[config.mk]
export PLATFORM = sky130hd
export DESIGN_NAME = eight_queen_solution_reader
export DESIGN_NICKNAME = d
export VERILOG_FILES = /design/src/rtl/eight_queen_solution_reader.sv
export SDC_FILE = /design/constraint.sdc
export NUM_CORES = 1
export LEC_CHECK = 0
export ABC_AREA = 1
export BUFFER_PORTS_ARGS = -buffer_cell sky130_fd_sc_hd__clkbuf_2
export CORE_MARGIN = 8
export CORE_UTILIZATION = 46
export DETAILED_ROUTE_END_ITERATION = 8
export PLACE_DENSITY = 0.74
export RECOVER_POWER = 100
export SETUP_SLACK_MARGIN = 0.05
export SYNTH_ARGS = -nofsm -noshare
export SYNTH_HDL_FRONTEND = slang
export SYNTH_SLANG_ARGS = --single-unit
[constraint.sdc]
create_clock -name clk -period 1.69 [get_ports clk]
set_input_delay 0.169 -clock clk [delete_from_list [all_inputs] [get_ports clk]]
set_output_delay 0.169 -clock clk [all_outputs]
set_load 0.05 [all_outputs]
[src/rtl/eight_queen_solution_reader.sv]
// ============================================================================
// Module : eight_queen_solution_reader
// Brief  : Streams the 8-queen solver's solution stack as (col,row) pairs over
//          valid/ready. Optional QUEEN_VERIFY_EN adds a sticky conflict checker.
// Rev    : 1.0
// ============================================================================
`default_nettype none

module eight_queen_solution_reader #(
    parameter int N     = 8,
    parameter int IDX_W = $clog2(N)
) (
    input  logic             clk,
    input  logic             rst_n,
    input  logic             start,
    output logic             busy,
    output logic             mem_rd_en,
    output logic [IDX_W-1:0] mem_addr,
    input  logic [IDX_W-1:0] mem_rdata,
    output logic             out_valid,
    input  logic             out_ready,
    output logic [IDX_W-1:0] out_col,
    output logic [IDX_W-1:0] out_row,
    output logic             out_last,
    output logic             rd_done,
    output logic             sol_err
);

    typedef enum logic [2:0] {
        S_IDLE = 3'd0,
        S_REQ  = 3'd1,
        S_CAP  = 3'd2,
        S_SEND = 3'd3,
        S_FIN  = 3'd4
    } state_t;

    state_t           r_state;
    state_t           w_state_nxt;
    logic [IDX_W-1:0] r_col;
    logic [IDX_W-1:0] r_out_col;
    logic [IDX_W-1:0] r_out_row;
    logic             w_last_col;
    logic             w_handshake;
    logic             w_accept_start;

    assign w_last_col     = (r_col == IDX_W'(N - 1));
    assign w_handshake    = (r_state == S_SEND) && out_ready;
    assign w_accept_start = (r_state == S_IDLE) && start;

    always_comb begin
        w_state_nxt = r_state;
        busy        = 1'b0;
        mem_rd_en   = 1'b0;
        mem_addr    = '0;
        out_valid   = 1'b0;
        out_last    = 1'b0;
        rd_done     = 1'b0;
        case (r_state)
            S_IDLE: begin
                if (start) w_state_nxt = S_REQ;
            end
            S_REQ: begin
                busy        = 1'b1;
                mem_rd_en   = 1'b1;
                mem_addr    = r_col;
                w_state_nxt = S_CAP;
            end
            S_CAP: begin
                busy        = 1'b1;
                w_state_nxt = S_SEND;
            end
            S_SEND: begin
                busy      = 1'b1;
                out_valid = 1'b1;
                out_last  = w_last_col;
                if (out_ready) w_state_nxt = w_last_col ? S_FIN : S_REQ;
            end
            S_FIN: begin
                busy        = 1'b1;
                rd_done     = 1'b1;
                w_state_nxt = S_IDLE;
            end
            default: w_state_nxt = S_IDLE;
        endcase
    end

    always_ff @(posedge clk or negedge rst_n) begin
        if (!rst_n) begin
            r_state   <= S_IDLE;
            r_col     <= '0;
            r_out_col <= '0;
            r_out_row <= '0;
        end else begin
            r_state <= w_state_nxt;
            if (w_accept_start) begin
                r_col <= '0;
            end else if (w_handshake && !w_last_col) begin
                r_col <= r_col + IDX_W'(1);
            end
            if (r_state == S_CAP) begin
                r_out_col <= r_col;
                r_out_row <= mem_rdata;
            end
        end
    end

    assign out_col = r_out_col;
    assign out_row = r_out_row;

`ifdef QUEEN_VERIFY_EN
    logic [N-1:0]     r_row_used;
    logic [2*N-2:0]   r_d1;
    logic [2*N-2:0]   r_d2;
    logic             r_sol_err;
    logic [IDX_W:0]   w_d1_idx;
    logic [IDX_W:0]   w_d2_idx;
    logic             w_row_oob;
    logic             w_conflict;

    // d2 is offset by N-1 so that col-row never goes negative.
    always_comb begin
        w_row_oob  = ({1'b0, mem_rdata} >= (IDX_W+1)'(N));
        w_d1_idx   = {1'b0, r_col} + {1'b0, mem_rdata};
        w_d2_idx   = {1'b0, r_col} + (IDX_W+1)'(N - 1) - {1'b0, mem_rdata};
        w_conflict = w_row_oob;
        if (!w_row_oob) begin
            w_conflict = r_row_used[mem_rdata] | r_d1[w_d1_idx] | r_d2[w_d2_idx];
        end
    end

    always_ff @(posedge clk or negedge rst_n) begin
        if (!rst_n) begin
            r_row_used <= '0;
            r_d1       <= '0;
            r_d2       <= '0;
            r_sol_err  <= 1'b0;
        end else if (w_accept_start) begin
            r_row_used <= '0;
            r_d1       <= '0;
            r_d2       <= '0;
            r_sol_err  <= 1'b0;
        end else if (r_state == S_CAP) begin
            if (w_conflict) r_sol_err <= 1'b1;
            if (!w_row_oob) begin
                r_row_used[mem_rdata] <= 1'b1;
                r_d1[w_d1_idx]        <= 1'b1;
                r_d2[w_d2_idx]        <= 1'b1;
            end
        end
    end

    assign sol_err = r_sol_err;
`else
    assign sol_err = 1'b0;
`endif

endmodule

`default_nettype wire

==> After elaboration in Yosys (flattened, before gate mapping) <==
Index checks and enable logic that the tools add are counted.
{ "word_totals": {"regBits": 12, "in_bits": 7, "output_inout_bits": 15, "elab_cells": 32} }
{ "op_classes": {"add_sub_neg": 1, "eq_ne": 7, "mux": 12, "n_reduce_logical": 8} }
{ "ops": {"columns": ["operator", "count"], "rows": [
  ["$mux 3", 6],
  ["$pmux 3 s4", 1],
  ["$eq 3x2->1 const B", 2],
  ["$eq 3x3->1 const B", 2],
  ["$mux 1", 5],
  ["$ne 2x2->1 const B", 2],
  ["$reduce_or 4->1", 1],
  ["$add 3x1->3 const B", 1],
  ["$eq 3x1->1 const B", 1],
  ["$logic_and 1x1->1", 3],
  ["$logic_not 3->1", 1],
  ["$reduce_and 2->1", 1],
  ["$reduce_bool 2->1", 1],
  ["$logic_not 1->1", 1]
]} }

==> Depth between registers and ports, before layout <==
Gate-level depths: netlist of the first run.
{ "depth": {"word_depth": 5, "ltp_mapped": 7} }

==> Worst setup path after synthesis of the first run <==
OpenSTA, ideal clock, no wires.
{ "synth_path": {"kind": "register -> output", "from": "register r_state[2]", "to": "output rd_done", "t_arrival_ns": 1.588, "slack_ns": -0.067, "path_stages_with_launch": 3, "n_path_buf": 0, "cell_sequence": "dfrtp_1 inv_2 nor3_1"} }
{ "synth_via": {"elab_chain_len": 2} }
{ "synth_rtl": {"columns": ["element", "line_no", "text"], "rows": [
  ["start: declaration", "37", "state_t r_state;"],
  ["start signal: assignment", "94", "r_state <= w_state_nxt;"],
  ["$eq 3x3->1", "58", "case (r_state)"],
  ["$mux 1", "58", null],
  ["end: declaration", "25", "output logic rd_done,"]
]} }
Every way passes these cells.

==> Worst setup path in the final report of the first run <==
{ "layout_path": {"from": "register r_col[0]", "to": "output out_last"} }
{ "layout_via": {"elab_chain_len": 2} }
{ "layout_rtl": {"columns": ["element", "line_no", "text"], "rows": [
  ["start: declaration", "39", "logic [IDX_W-1:0] r_col;"],
  ["start signal: assignment", "98", "r_col <= r_col + IDX_W'(1);"],
  ["$eq 3x3->1", "46", "assign w_last_col = (r_col == IDX_W'(N - 1));"],
  ["$mux 1", "58", null],
  ["end: declaration", "24", "output logic out_last,"]
]} }
Every way passes these cells.

==> flow_summary.toml, run 1 <==
[outcome]
status = "complete, no violations"

[placement]
portBuffers = 20
gp_congestion = 0.828
dpl_cell_area_sq_um = 749
dp.cells = 114
post-dp-hpwl_mm = 1.10

[power]
p_per_area_mw_per_mm2 = 2230
combinationalPowerShare = 0.575
p_total_mw = 1.75
p_leak_nw = 0.441
seqPwrFrac = 0.288
internal_power_mw = 0.760
ir_worst_vdd_v = 0.000967
p_clk_frac = 0.137
net-switching-power_mw = 0.986
swShare = 0.565

[die]
fp.dieH_um = 53.0
initial_utilization = 0.491
num_io_pins = 22
dieArea_sq_mm = 0.00281
die_w_um = 53.0
rows = 13
core-area_sq_mm = 0.00128

[global_route]
grt_usage = 0.112
grt_max_degree = 13
grt_pass1_vias = 541
grt_pass1_wl_mm = 2.28
antenna_found_initial = 0
grt-ovfl-total = 0

[synthesis]
ys_ff_latch = 12
synth-compound-area-share = 0.0317
synth_area_leader_cell = "dfrtp_1"
synth_top_family_by_area = "simple AND/OR/NAND/NOR gates"
synth_nets = 89
synthCells = 80
synth_area_sq_um = 631
netlist_top_cells_area = "dfrtp_1, nand2_1, nand3_1"
ys_warn_count = 0
synth_fa_ha_area_frac = 0.0397
yosysTopAreaCellShare = 0.476
synth.area.mux_share = 0
synth-simple-area-share = 0.337
ys_seq_area_frac = 0.476
syn_area_per_cell_sq_um = 7.88
synth_xor_xnor_area_share = 0.0139
synthDistinctLibCells = 16

[critical_path]
timing.setup.critical_path_class = "flip-flop to output pin"
required_ns = 1.52
critPathMaxFanout = 4
crit_arrival_ns = 1.43
crit_path_end_kind = "output pin"
start_kind = "flip-flop"

[final_layout]
insertedDiodeCount = 0
final_common_cell = "nand2_1"
nFillCells = 133
fin_util = 0.609
fin_area_sq_um = 782
register_area_sq_um = 300
layout.cells.non_filler = 119
multi_input_area_sq_um = 270
fin_nets = 114
area_delta_synth_final_pct = 24.0
final_cell_mix = "nand2_1, inv_1, dfrtp_1"
drive_gt1_frac = 0.231

[drt]
num_vias = 579
drc = 0
dr.pass1.iters = 4
route.antenna.remaining_nets = 0
avgViaCountPerCell = 4.87
dr.first_iter.drc_count = 9
drt-total-wl_mm = 1.42
wl_per_cell_um = 11.9

[clocking]
cts_setup_buffers = 0
cts.sink_count = 12
clock_tree.root_cell = "clkbuf_4"
clkSlewWorstSetupHoldPaths_ns = 0.08
cts_max_level = 1
cts_inserted_buffers = 3
clk_latency_ns = 0.28
cts_tree = "yes"
cts_buffer_depth = 2

[timing]
hold_viol = 0
setup_viol = 0
max_slew.worst_pin.slew_ns = 0.637
worst_slew_margin_rel = 0.575
setup_tns_ns = 0
maxSlewViolCount = 0
period_needed_ns = 1.60
rsz0062_at_grt = "true"
fin_crit_sh = 0.947
fin_skew_ns = 0.00349
clock.fmax_mhz = 625

[job]
cap_viol_max_count = 0

[worst_hold_path]
min_path_type = "input port to flip-flop"
-- synthesized netlist by cell type (all sizes together) --
cell,n
nand2,25
inv,13
dfrtp,12
nand3,11
nor2,7
o21ai,4
ha,2
nor3,2
buf,1
clkinv,1
conb,1
xor2,1
-- critical path, cell delays in order, from the launching register on --
cell	delay (ns)
dfrtp_1	0.40
ha_1	0.20
ha_1	0.17
inv_1	0.13
nor2_2	0.05
clkbuf_4	0.20
-- per-layer routing --
layer / vias up / global-route usage / part of all wire
li1: 293 / - / -
met1: 264 / 0.117 / 0.44
met2: 17 / 0.172 / 0.45
met3: 5 / 0.0308 / 0.066
met4: 0 / 0.116 / 0.040
met5: - / 0 / 0
-- cells by family (layout without fill, tap and decap cells) --
| family | count (synthesis) | after routing |
|---|---|---|
| other cells | 1 | 1 |
| xor+xnor | 1 | 1 |
| simple gates | 45 | 45 |
| flops | 12 | 12 |
| compound gates | 4 | 4 |
| buf+inv | 15 | 39 |
| fa+ha+maj | 2 | 2 |
-- flip-flops by register name, summed over array words and instances (netlist names) --
name and flops:
out_col 3, out_row 3, r_col 3, r_state 3
-- final timing paths --
| kind | end | cells past startpoint | start | slack (ns) |
|---|---|---|---|---|
| worst max register to register | out_col[1] | 5 | r_state[1] | 0.33 |
| worst max-delay path | out_last | 5 | r_col[0] | 0.09 |
| max in group asynchronous | out_col[0] | 2 | rst_n | 0.87 |
| worst min register to register | out_row[1] | 2 | out_row[1] | 0.48 |
| min in group asynchronous | r_state[0] | 2 | rst_n | 0.41 |
| worst min-delay path | out_row[0] | 3 | mem_rdata[0] | 0.12 |
-- through the flow --
stage / setup slack [ns] / hold slack [ns]
after CTS: 0.0551 / 0.114
after global routing: 0.0256 / 0.119
after detailed placement: 0.329 / 0.0734
after global placement: 0.340 / 0.0720
after floorplan: 0.0968 / -0.127
final: 0.0893 / 0.115
-- power by group through the flow --
stage | Sequential, mW | Clock, mW | Combinational, mW
after CTS | 0.503 | 0.245 | 1.06
after global placement | 0.499 | 0 | 1.03
after floorplan | 0.716 | 0 | 0.603
after global routing | 0.522 | 0.258 | 1.10
final | 0.503 | 0.239 | 1.00
after detailed placement | 0.506 | 0 | 1.04
-- timing repair --
action,in CTS,in global routing
gates resized for setup,5,4
hold buffers,1,0
endpoints found under the setup margin,5,6
endpoints found under the hold margin,12,0
-- final cells by class --
cell class              count  share of cell area
clock buffers               4              0.0464
inverters                  14              0.0672
multi-input cells          53               0.346
flip-flops and latches     12               0.384
well taps                  15              0.0240
repair buffers             21               0.133
No activity file was read; power rests on OpenSTA's default activity.
==> inputs of run 2 (changes only) <==
--- a/config.mk
+++ b/config.mk
@@ -11,7 +11,7 @@
 export CORE_UTILIZATION = 46
 export DETAILED_ROUTE_END_ITERATION = 8
 export PLACE_DENSITY = 0.74
-export RECOVER_POWER = 100
+export RECOVER_POWER = 25
 export SETUP_SLACK_MARGIN = 0.05
 export SYNTH_ARGS = -nofsm -noshare
 export SYNTH_HDL_FRONTEND = slang
==> run 2 against run 1 <==
  * Count of clock-buffer cells in the layout unchanged
  * Largest power group unchanged
  * First-iteration DRC count increased by 22%
  * Sequential share of layout area fell by 1.5 points
  * Utilization up 2.5 points
  * Design area is 4.2% higher
==> flow_summary.toml, run 2 (same netlist as run 1, synthesis figures left out) <==
[outcome]
status = "complete, no violations"

[final_layout]
final_common_cell = "nand2_1"
final_cell_mix = "nand2_1, clkbuf_2, dfrtp_1"
fin_util = 0.634
area_delta_synth_final_pct = 29.2
fin_nets = 114
insertedDiodeCount = 0
drive_gt1_frac = 0.327

[clocking]
cts_inserted_buffers = 3
cts_buffer_depth = 2
cts.sink_count = 12
clk_latency_ns = 0.28
cts_max_level = 1
clkSlewWorstSetupHoldPaths_ns = 0.08
cts_tree = "yes"
clock_tree.root_cell = "clkbuf_4"

[power]
p_total_mw = 1.79
p_per_area_mw_per_mm2 = 2200
ir_worst_vdd_v = 0.00100
p_leak_nw = 0.465

[worst_hold_path]
min_path_type = "input port to flip-flop"

[global_route]
grt_use_met2 = 0.172
grt_pass1_wl_mm = 2.28
grt_max_degree = 13
met1_usage = 0.117
antenna_found_initial = 0
grt_busiest_layer = "met2"
grt_usage = 0.112
grt_pass1_vias = 541
grtUsageMet3 = 0.0308
grt-ovfl-total = 0

[drt]
drc = 0
dr.first_iter.drc_count = 11
dr.pass1.iters = 4
avgViaCountPerCell = 4.84
num_vias = 576
route.antenna.remaining_nets = 0
drt-total-wl_mm = 1.40
wl_per_cell_um = 11.7

[timing]
maxSlewViolCount = 0
setup_tns_ns = 0
rsz0062_at_grt = "true"
clock.fmax_mhz = 639
max_slew.worst_pin.slew_ns = 0.641
fin_crit_sh = 0.926
fin_skew_ns = 0.00247
fin_ws_ns = 0.126
whs_ns = 0.116
hold_viol = 0
setup_viol = 0
worst_slew_margin_rel = 0.572
period_needed_ns = 1.56

[placement]
post-dp-hpwl_mm = 1.10
portBuffers = 20
gp_congestion = 0.828
place_ws_ns = 0.329

[critical_path]
crit_path_end_kind = "output pin"
crit_arrival_ns = 1.40
timing.setup.critical_path_class = "flip-flop to output pin"
start_kind = "flip-flop"
required_ns = 1.52
critPathMaxFanout = 4

[job]
cap_viol_max_count = 0

[die]
core-area_sq_mm = 0.00128
num_io_pins = 22
initial_utilization = 0.491
fp.dieH_um = 53.0
die_w_um = 53.0
rows = 13
dieArea_sq_mm = 0.00281
[run 2: cell count changes in the layout (fill, tap and decap cells not counted), moves of 2 or more]
cell,before,now
clkbuf_2,10,14
clkbuf_1,7,1
buf_2,2,0
clkbuf_4,4,8
[run 2: path summary, 6_finish.rpt]
kind,from,end,slack [ns],depth (start not counted)
worst min register to register,out_row[1],out_row[1],0.48,2
worst max register to register,r_col[0],r_col[0],0.45,6
min in group asynchronous,rst_n,r_state[0],0.41,2
worst min-delay path,mem_rdata[0],out_row[0],0.12,3
worst max-delay path,r_col[0],out_last,0.13,5
max in group asynchronous,rst_n,out_col[0],0.87,2
[run 2: layout make-up]
class / count / area (sq um)
Multi-Input combinational cell: 53 / 285
Tap cell: 15 / 18.8
Fill cell: 122 / 470
Clock buffer: 4 / 36.3
Sequential cell: 12 / 300
Inverter: 14 / 52.6
Timing Repair Buffer: 21 / 121
[run 2: power breakdown]
part	internal (mW)	leakage, nW	switching, mW
clock	0.131	0.0210	0.105
combinational	0.257	0.292	0.797
sequential	0.411	0.152	0.0925
[run 2: critical path, stage by stage, from the launching register on]
cell,delay [ns]
dfrtp_1,0.40
ha_1,0.20
ha_1,0.18
inv_2,0.09
nor2_2,0.04
clkbuf_4,0.20
[run 2: metrics by stage]
| stage | std cells | cell area, sq um |
|---|---|---|
| 2_1_floorplan | 80 | 638 |
| 3_3_place_gp | 114 | 749 |
| 3_5_place_dp | 114 | 749 |
| 4_1_cts | 119 | 808 |
| 5_1_grt | 119 | 815 |
| 6_report | 119 | 815 |
[run 2: routing by layer]
metal	up-vias	wire length, um
li1	292	-
met2	19	659
met1	260	574
met5	-	0
met4	0	57
met3	5	107
[run 2: what timing repair did]
item / 4_1_cts / 5_1_grt
endpoints found under the setup margin: 5 / 6
setup buffers: 0 / 0
gates resized for setup: 5 / 4
endpoints found under the hold margin: 12 / 0
hold buffers: 1 / 0
==> inputs of run 3 (changes only) <==
--- a/config.mk
+++ b/config.mk
@@ -10,7 +10,7 @@
 export CORE_MARGIN = 8
 export CORE_UTILIZATION = 46
 export DETAILED_ROUTE_END_ITERATION = 8
-export PLACE_DENSITY = 0.74
+export PLACE_DENSITY = 0.85
 export RECOVER_POWER = 25
 export SETUP_SLACK_MARGIN = 0.05
 export SYNTH_ARGS = -nofsm -noshare
==> run 3 against run 2 <==
  * Maximum frequency shrank 3.2%
  * Power down 4.1%
  * Hold slack better by 0.014 ns
  * Die area is the same
  * Routed wire length fell by 3.4%
  * Final cell count is 0.84% lower
  * First-iteration DRC count decreased by 9.1%
  * Global-route usage is 0.37 points lower
  * Register-to-register slack about the same
==> flow_summary.toml, run 3 (same netlist as run 1, synthesis figures left out) <==
[drt]
num_vias = 560
drc = 0
dr.pass1.iters = 4
dr.first_iter.drc_count = 10
avgViaCountPerCell = 4.75
drt-total-wl_mm = 1.35
route.antenna.remaining_nets = 0
wl_per_cell_um = 11.4

[critical_path]
cp_num_buf_inv = 2
timing.rr.start = "r_col[0]"
r2r.worst_path.cells = 6
required_ns = 1.52
r2r_end = "r_col[0]"
crit_path_end_kind = "output pin"
start_kind = "flip-flop"
timing.setup.critical_path_class = "flip-flop to output pin"
r2r_setup_slack_ns = 0.44
critPathMaxFanout = 6
crit_chain = "inv_2 > nand3_1 > nor2_1 > clkbuf_4"
crit_family = "flip-flops"
max_stage_delay_ns = 0.45
crit_arrival_ns = 1.45
critPathSlowestCell = "dfrtp_1"

[power]
p_total_mw = 1.72
p_per_area_mw_per_mm2 = 2180
ir_worst_vdd_v = 0.000846
p_leak_nw = 0.457

[clocking]
clock_tree.root_cell = "clkbuf_4"
cts_tree = "yes"
clkSlewWorstSetupHoldPaths_ns = 0.07
cts_setup_buffers = 0
cts_inserted_buffers = 3
clk_latency_ns = 0.27
cts_buffer_depth = 2
cts_max_level = 1
cts.sink_count = 12

[die]
rows = 13
initial_utilization = 0.491
dieArea_sq_mm = 0.00281
fp.dieH_um = 53.0
die_w_um = 53.0
num_io_pins = 22
core-area_sq_mm = 0.00128

[global_route]
grt_pass1_vias = 558
grt_max_degree = 13
antenna_found_initial = 0
grt_pass1_wl_mm = 2.32
grt-ovfl-total = 0
grt_usage = 0.108

[timing]
worst_slew_margin_rel = 0.575
hold_viol = 0
fin_ws_ns = 0.0739
clock.fmax_mhz = 619
rsz0062_at_grt = "true"
fin_crit_sh = 0.956
maxSlewViolCount = 0
fin_skew_ns = 0.00192
setup_viol = 0
period_needed_ns = 1.62
max_slew.worst_pin.slew_ns = 0.638

[final_layout]
nFillCells = 117
area_delta_synth_final_pct = 25.4
final_cell_mix = "nand2_1, clkbuf_2, dfrtp_1"
insertedDiodeCount = 0
drive_gt1_frac = 0.301
final_common_cell = "nand2_1"
fin_nets = 114
layout.cells.non_filler = 118

[worst_hold_path]
min_path_type = "input port to flip-flop"
hold_path.startpoint = "mem_rdata[2]"
worstHoldPathCells = 3
holdPathEnd = "out_row[2]"

[job]
cap_viol_max_count = 0

[placement]
dp.cells = 114
portBuffers = 20
post-dp-hpwl_mm = 1.10
gp_congestion = 0.776
place_ws_ns = 0.329

[outcome]
status = "complete, no violations"
run 3: changes by cell type in the layout (fill, tap and decap cells not counted):
cell      delta
clkbuf_4     -1
nand3_1      +1
nor2_1       +1
buf_2        +1
nor2_2       -1
nand3_2      -1
clkbuf_8     -1
run 3: layout make-up:
| type | count | area [sq um] | area share |
|---|---|---|---|
| Sequential cell | 12 | 300 | 0.380 |
| Multi-Input combinational cell | 53 | 278 | 0.351 |
| Timing Repair Buffer | 21 | 119 | 0.150 |
| Inverter | 14 | 52.6 | 0.0665 |
| Clock buffer | 3 | 22.5 | 0.0285 |
| Tap cell | 15 | 18.8 | 0.0237 |
run 3: timing repair:
item / CTS / global route
setup endpoints to repair: 3 / 6
hold endpoints to repair: 12 / 0
hold buffers: 1 / 0
resized for setup: 3 / 4
run 3: per-layer routing:
layer | vias up | part of all wire | track usage
met3 | 3 | 0.090 | 0.0420
met1 | 249 | 0.44 | 0.129
li1 | 290 | - | -
met4 | 0 | 0.019 | 0.0603
met5 | - | 0 | 0
met2 | 18 | 0.45 | 0.162
run 3: worst max-delay path by stage:
| stage | from | end | slack [ns] | cells past startpoint |
|---|---|---|---|---|
| floorplan | r_state[1] | busy | 0.1 | 2 |
| global placement | r_state[2] | mem_addr[2] | 0.31 | 4 |
| detailed placement | r_state[2] | mem_addr[2] | 0.33 | 4 |
| CTS | r_col[0] | out_last | 0.06 | 5 |
| global route | r_state[2] | mem_addr[0] | -0.02 | 4 |
| finish | r_state[2] | mem_addr[2] | 0.07 | 4 |
run 3: metrics by stage:
| step | cell area (sq um) | setup TNS (ns) | hold slack (ns) | utilization |
|---|---|---|---|---|
| floorplan | 638 | 0 | -0.127 | - |
| global placement | 749 | 0 | 0.0652 | 0.583 |
| detailed placement | 749 | 0 | 0.0651 | 0.583 |
| CTS | 790 | 0 | 0.138 | 0.614 |
| global route | 791 | -0.0575 | 0.149 | 0.615 |
| finish | 791 | 0 | 0.130 | 0.615 |
run 3: power by group:
group	internal [mW]	switching (mW)
combinational	0.252	0.798
sequential	0.411	0.0893
clock	0.0826	0.0878
run 3: worst register-to-register path, delay by kind of cell, from the launching register on:
| kind | cells | cell delay (ns) |
|---|---|---|
| adders and majority gates | 2 | 0.38 |
| buffers and inverters | 1 | 0.09 |
| and+or+nand+nor | 3 | 0.27 |
| DFF | 1 | 0.40 |
